## config.mk

```make
export PLATFORM = sky130hd
export DESIGN_NAME = instr_sequencer
export DESIGN_NICKNAME = d
export VERILOG_FILES = /design/src/rtl/bitblaster_pkg.sv /design/src/rtl/dec2to4.sv /design/src/rtl/instr_sequencer.sv
export SDC_FILE = /design/constraint.sdc
export NUM_CORES = 1
export LEC_CHECK = 0
export CAP_MARGIN = 0
export CORE_UTILIZATION = 37
export CTS_BUF_LIST = sky130_fd_sc_hd__clkbuf_4
export CTS_CLUSTER_DIAMETER = 120
export DETAILED_ROUTE_END_ITERATION = 8
export PLACE_DENSITY_LB_ADDON = 0.15
export SLEW_MARGIN = 20
export SYNTH_ARGS = -nofsm -noshare
export SYNTH_HDL_FRONTEND = slang
export SYNTH_SLANG_ARGS = --single-unit
```

## constraint.sdc

```tcl
create_clock -name CLKb -period 2.15 [get_ports CLKb]
set_clock_uncertainty 0.2 [all_clocks]
set_input_delay 0.3225 -clock CLKb [delete_from_list [all_inputs] [get_ports CLKb]]
set_output_delay 0.3225 -clock CLKb [all_outputs]
set_load 0.005 [all_outputs]
```

## src/rtl/bitblaster_pkg.sv

```systemverilog
`default_nettype none
// ============================================================================
// Module : bitblaster_pkg
// Brief  : Opcode/timestep enums, ALU codes and instruction field positions
//          shared by the bit-blaster sequencer.
// Rev    : 1.0 initial release
// ============================================================================
package bitblaster_pkg;

    typedef enum logic [3:0] {
        OP_LD  = 4'b0000,
        OP_MOV = 4'b0001,
        OP_ADD = 4'b0010,
        OP_SUB = 4'b0011,
        OP_AND = 4'b0100,
        OP_OR  = 4'b0101,
        OP_XOR = 4'b0110,
        OP_NOT = 4'b0111
    } opcode_e;

    typedef enum logic [1:0] {
        T0 = 2'd0,
        T1 = 2'd1,
        T2 = 2'd2,
        T3 = 2'd3
    } tstep_e;

    localparam logic [3:0] c_alu_add = 4'b0000;
    localparam logic [3:0] c_alu_sub = 4'b0001;
    localparam logic [3:0] c_alu_and = 4'b0010;
    localparam logic [3:0] c_alu_or  = 4'b0011;
    localparam logic [3:0] c_alu_xor = 4'b0100;
    localparam logic [3:0] c_alu_not = 4'b0101;

    localparam int unsigned c_op_hi = 9;
    localparam int unsigned c_op_lo = 6;
    localparam int unsigned c_rx_hi = 5;
    localparam int unsigned c_rx_lo = 4;
    localparam int unsigned c_ry_hi = 3;
    localparam int unsigned c_ry_lo = 2;

    // Two-operand ALU instructions: load A, then G, then write back.
    function automatic logic is_binop(input logic [3:0] op);
        return (op == OP_ADD) || (op == OP_SUB) || (op == OP_AND) ||
               (op == OP_OR)  || (op == OP_XOR);
    endfunction

    function automatic logic [3:0] alu_code(input logic [3:0] op);
        logic [3:0] code;
        code = c_alu_add;
        case (op)
            OP_SUB:  code = c_alu_sub;
            OP_AND:  code = c_alu_and;
            OP_OR:   code = c_alu_or;
            OP_XOR:  code = c_alu_xor;
            OP_NOT:  code = c_alu_not;
            default: code = c_alu_add;
        endcase
        return code;
    endfunction

endpackage
`default_nettype wire

```

## src/rtl/dec2to4.sv

```systemverilog
`default_nettype none
// ============================================================================
// Module : dec2to4
// Brief  : 2-bit select with enable to one-hot 4-bit decoder.
// Rev    : 1.0 initial release
// ============================================================================
module dec2to4 (
    input  logic [1:0] i_sel,
    input  logic       i_en,
    output logic [3:0] o_onehot
);

    for (genvar i = 0; i < 4; i++) begin : g_bit
        assign o_onehot[i] = i_en && (i_sel == 2'(i));
    end

endmodule
`default_nettype wire

```

## src/rtl/instr_sequencer.sv

```systemverilog
`default_nettype none
// ============================================================================
// Module : instr_sequencer
// Brief  : T0..T3 control-step sequencer for the bit-blaster datapath.
// Rev    : 1.0 initial release
// ============================================================================
module instr_sequencer
    import bitblaster_pkg::*;
(
    input  logic       CLKb,
    input  logic       Clrb,
    input  logic       Run,
    input  logic [9:0] Instr,
    output logic       IRin,
    output logic       Ext,
    output logic [3:0] Rin,
    output logic [3:0] Rout,
    output logic       Ain,
    output logic       Gin,
    output logic       Gout,
    output logic [3:0] ALUcont,
    output logic       Done,
    output logic [1:0] Tstep
);

    tstep_e     step_q;
    tstep_e     step_d;

    logic [3:0] op;
    logic [1:0] rx;
    logic [1:0] ry;
    logic       rin_en;
    logic [1:0] rin_sel;
    logic       rout_en;
    logic [1:0] rout_sel;
    logic       unused_bits;

    assign op          = Instr[c_op_hi:c_op_lo];
    assign rx          = Instr[c_rx_hi:c_rx_lo];
    assign ry          = Instr[c_ry_hi:c_ry_lo];
    assign unused_bits = ^Instr[1:0];

    always_ff @(posedge CLKb) begin
        if (!Clrb) begin
            step_q <= T0;
        end else begin
            step_q <= step_d;
        end
    end

    always_comb begin
        IRin     = 1'b0;
        Ext      = 1'b0;
        Ain      = 1'b0;
        Gin      = 1'b0;
        Gout     = 1'b0;
        ALUcont  = c_alu_add;
        Done     = 1'b0;
        rin_en   = 1'b0;
        rin_sel  = rx;
        rout_en  = 1'b0;
        rout_sel = rx;

        // Instr is still being loaded during T0, so only Run matters here.
        case (step_q)
            T0: begin
                IRin = Run;
            end
            T1: begin
                if (op == OP_LD) begin
                    Ext    = 1'b1;
                    rin_en = 1'b1;
                    Done   = 1'b1;
                end else if (op == OP_MOV) begin
                    rout_en  = 1'b1;
                    rout_sel = ry;
                    rin_en   = 1'b1;
                    Done     = 1'b1;
                end else if (is_binop(op)) begin
                    rout_en = 1'b1;
                    Ain     = 1'b1;
                end else if (op == OP_NOT) begin
                    rout_en = 1'b1;
                    Gin     = 1'b1;
                    ALUcont = alu_code(op);
                end else begin
                    Done = 1'b1;
                end
            end
            T2: begin
                if (is_binop(op)) begin
                    rout_en  = 1'b1;
                    rout_sel = ry;
                    Gin      = 1'b1;
                    ALUcont  = alu_code(op);
                end else if (op == OP_NOT) begin
                    Gout   = 1'b1;
                    rin_en = 1'b1;
                    Done   = 1'b1;
                end
            end
            T3: begin
                if (is_binop(op)) begin
                    Gout   = 1'b1;
                    rin_en = 1'b1;
                    Done   = 1'b1;
                end
            end
            default: ;
        endcase

        step_d = step_q;
        if (step_q == T0) begin
            step_d = Run ? T1 : T0;
        end else if (Done) begin
            step_d = T0;
        end else begin
            step_d = tstep_e'(step_q + 2'd1);
        end
    end

    dec2to4 u_rin_dec (
        .i_sel    (rin_sel),
        .i_en     (rin_en),
        .o_onehot (Rin)
    );

    dec2to4 u_rout_dec (
        .i_sel    (rout_sel),
        .i_en     (rout_en),
        .o_onehot (Rout)
    );

    assign Tstep = step_q;

endmodule
`default_nettype wire

```

==> impl_metrics.env, run 1 <==
export IMPL_ys_warn_count=0
export IMPL_postCtsHoldBufs=0
export IMPL_haltStage="clock tree synthesis"
export IMPL_place_hpwl_um=1380
export IMPL_dieWidth_um=39.6
export IMPL_netlist_area_leader_share=0.0959
export IMPL_synth_largest_area_cell="ha_1"
export IMPL_syn_inst=77
export IMPL_gp_congestion=0.778
export IMPL_synth_top_family_by_area="simple AND/OR/NAND/NOR gates"
export IMPL_cts_root_buf="clkbuf_4"
export IMPL_synth_xor_area_share=0
export IMPL_synth_cell_types=34
export IMPL_synth_cell_area_sq_um=522
export IMPL_ys_seq_elements=2
export IMPL_synth_fp_nets=94
export IMPL_synthTopCellsByArea="ha_1 (9.6%), dfxtp_1 (7.7%), nand2_1 (5.8%), and3b_1 (5.0%), and3_1 (4.8%)"
export IMPL_status="aborted with a tool error"
export IMPL_cts_buffer_depth=2
export IMPL_rows=13
export IMPL_cts_buffers=3
export IMPL_error="[ERROR DPL-0038] Utilization greater than 100%, impossible to legalize"
export IMPL_clock_sinks=2
export IMPL_synth_compound_area_share=0.273
export IMPL_port_buffers=29
export IMPL_cts_resized=126
export IMPL_postCtsSetupRepairBufs=14
export IMPL_io_pins=33
export IMPL_placed_area_sq_um=1030
export IMPL_synthAdderAreaFrac=0.0959
export IMPL_die_height_um=39.6
export IMPL_syn_area_per_cell_sq_um=6.78
export IMPL_initial_core_util=0.401
export IMPL_muxShareOfSynthArea=0.0192
export IMPL_ys_seq_area_frac=0.0767
export IMPL_htree_num_levels=1
export IMPL_yosys_area_share_simple=0.422
[cell usage after synthesis]
cell,number
o31ai_1,1
nand2_1,8
mux2i_1,1
buf_2,2
a211oi_1,2
o21ai_0,4
a31oi_1,2
a21boi_0,1
nor2_1,6
inv_1,5
conb_1,1
nand3_1,5
nor4b_1,1
inv_2,1
buf_6,1
a2111oi_2,1
clkbuf_1,1
o2bb2ai_1,1
o211ai_1,1
and2_1,1
a22oi_2,1
and3_2,1
nor3_1,2
nor3b_1,2
a21oi_1,4
dfxtp_1,2
and3_1,4
o41ai_2,1
and3b_1,3
nand2b_1,1
buf_4,1
ha_1,4
and4bb_2,1
nor2b_1,4
[logic make-up after synthesis]
group                      Yosys count
other                                1
DFF                                  2
muxes                                1
adders and majority gates            4
and+or+nand+nor                     39
buffers and inverters               11
AOI/OAI and AO/OA                   19
[stage by stage]
stage	std cells	setup slack, ps
after global placement	147	-777
after detailed placement	147	-822
after floorplan	77	73.0
==> inputs of run 2 (changes only) <==
- CORE_AREA: not set -> 2 2 63 65
- CORE_UTILIZATION: 37 -> not set
- CTS_BUF_LIST: sky130_fd_sc_hd__clkbuf_4 -> not set
- CTS_CLUSTER_DIAMETER: 120 -> not set
- DIE_AREA: not set -> 0 0 65 67
==> impl_metrics.env, run 2 <==
export IMPL_cts_buffer_depth=2
export IMPL_fin_crit_ps=2310
export IMPL_worstPathMaxFanout=4
export IMPL_yosys_cell_count_top_type="nand2_1"
export IMPL_status="finished, violations left"
export IMPL_via_per_inst=4.20
export IMPL_setup_viol=10
export IMPL_rows=22
export IMPL_synth_common_cells="nand2_1 (8), nor2_1 (6), inv_1 (5), nand3_1 (5)"
export IMPL_layout_common_cells="buf_4 (36), buf_2 (12), nand2_1 (8), clkdlybuf4s50_1 (8)"
export IMPL_cp_end_kind="output port"
export IMPL_netlist_area_leader_share=0.0959
export IMPL_ys_flop_type="dfxtp_1"
export IMPL_max_freq_mhz=432
export IMPL_crit_arrival_ps=1790
export IMPL_firstDrtPassIters=5
export IMPL_cts_root_buf="clkbuf_8"
export IMPL_syn_inst=77
export IMPL_gp_congestion=0.717
export IMPL_finalHoldViolCount=0
export IMPL_antenna_found_initial=0
export IMPL_cts_buffers=3
export IMPL_crit_type="reg2out"
export IMPL_p_leak_nw=0.615
export IMPL_port_buffers=29
export IMPL_clk_pin_slew_ps=30
export IMPL_drive_above_1_share=0.653
export IMPL_postCtsHoldBufs=0
export IMPL_initial_core_util=0.145
export IMPL_synth_top_family_by_area="simple AND/OR/NAND/NOR gates"
export IMPL_largest_reg_flops=2
export IMPL_synthTopCellsByArea="ha_1 (9.6%), dfxtp_1 (7.7%), nand2_1 (5.8%), and3b_1 (5.0%), and3_1 (4.8%)"
export IMPL_grt_ovfl_total=0
export IMPL_r2r_end="Tstep[1]"
export IMPL_synth_fp_nets=94
export IMPL_worstSkewPairLatency_ps=210
export IMPL_ys_warn_count=0
export IMPL_finalPower_mw=0.503
export IMPL_drt_iter0_markers=38
export IMPL_place_hpwl_um=1520
export IMPL_syn_area_per_cell_sq_um=6.78
export IMPL_synthAdderAreaFrac=0.0959
export IMPL_ys_seq_elements=2
export IMPL_drc=0
export IMPL_hp_start="Tstep[0]"
export IMPL_ys_seq_area_frac=0.0767
export IMPL_grt_max_degree=10
export IMPL_r2r_cells=10
export IMPL_cap_viol_max_count=0
export IMPL_synth_cell_types=34
export IMPL_io_pins=33
export IMPL_fin_crit_sh=1.08
export IMPL_final_common_cell="buf_4"
export IMPL_vdd_drop_max_v=0.000272
export IMPL_whs_endpoint="Tstep[0]"
export IMPL_p_per_area_nw_per_um2=376
export IMPL_synth_edf_count=0
export IMPL_synth_cell_area_sq_um=522
export IMPL_reg2reg_slack_ps=280
export IMPL_clock_sinks=2
export IMPL_die_height_um=67
export IMPL_grt_usage=0.106
export IMPL_setup_ws_ps=-164
export IMPL_synth_compound_area_share=0.273
export IMPL_die_area_sq_um=4360
export IMPL_antenna_left=0
export IMPL_muxShareOfSynthArea=0.0192
export IMPL_finalSetupTns_ps=-1200
export IMPL_fin_nets=163
export IMPL_antenna_cells=0
export IMPL_synth_xor_area_share=0
export IMPL_dieWidth_um=65
export IMPL_wl_per_cell_um=11.3
export IMPL_required_ps=1630
export IMPL_worst_hold_path_num_cells=4
export IMPL_htree_num_levels=1
export IMPL_cts_tree="done"
export IMPL_yosys_area_share_simple=0.422
export IMPL_synth_largest_area_cell="ha_1"
export IMPL_drv_slew=0
export IMPL_failed_checks="setup timing"
export IMPL_cp_start_kind="flip-flop"
export IMPL_wl_um=2170
export IMPL_grt_pass1_wl_um=3600
export IMPL_hold_class="reg2reg"
export IMPL_r2r_start="Tstep[0]"
export IMPL_core_area_sq_um=3610
export IMPL_syn_to_final_growth_pct=156
export IMPL_rsz0062_at_grt="yes"
export IMPL_num_vias=807
export IMPL_synthArstFlopShare=0
export IMPL_grt_pass1_vias=820
run 2: cell counts after synthesis:
No cell type changed its count.
run 2: layout make-up:
cell class              count  area (sq um)
repair buffers             69           541
multi-input cells          64           621
flip-flops and latches      2          47.5
clock buffers               3          41.3
fillers                   385          2270
well taps                  48          60.1
inverters                   6          27.5
run 2: cells by family after synthesis:
kind of cell / after synthesis
fa+ha+maj: 4
compound gates: 19
mux: 1
other cells: 1
buf+inv: 11
simple gates: 39
flops: 2
run 2: how the worst max path moves through the flow:
stage / start / slack, ps / end
6_report: Tstep[0] / -160 / Rout[2]
5_1_grt: Tstep[0] / -240 / Rout[2]
4_1_cts: Instr[7] / -220 / Rout[0]
3_5_place_dp: Instr[7] / -860 / Rout[0]
3_3_place_gp: Instr[8] / -890 / Rin[0]
2_1_floorplan: Tstep[0] / 70 / Rin[0]
run 2: worst max-delay path: stages, from the launching register on:
cell	delay, ps
dfxtp_4	370
inv_4	40
ha_4	160
and3b_2	220
a31oi_4	170
a21oi_4	90
a22oi_2	200
and3b_1	200
buf_2	120
run 2: timing repair:
action	CTS	global route
endpoints found under the setup margin	17	16
setup buffers	6	2
pin swaps	15	10
resized for setup	96	26
run 2: through the flow:
step           std cells  hold WS [ps]  utilization  setup WS (ps)  cell area (sq um)
3_3_place_gp         181           506        0.299           -886               1080
4_1_cts              190           483        0.367           -216               1320
6_report             192           477        0.371           -164               1340
2_1_floorplan         77           239            -           73.0                522
3_5_place_dp         181           499        0.299           -856               1080
5_1_grt              192           527        0.371           -244               1340
run 2: power by group:
part | internal, mW | total (mW) | switching [mW]
Sequential | 0.0427 | 0.0508 | 0.00812
Combinational | 0.171 | 0.304 | 0.133
Clock | 0.118 | 0.148 | 0.0296
Total | 0.332 | 0.503 | 0.171
run 2: metal layers:
layer	vias to the layer above	global-route usage	part of all wire
met4	0	0.0399	0
li1	408	-	-
met3	0	0.0253	0.059
met2	26	0.189	0.51
met5	-	0	0
met1	373	0.120	0.43
Power figures use the tool's default switching activity.
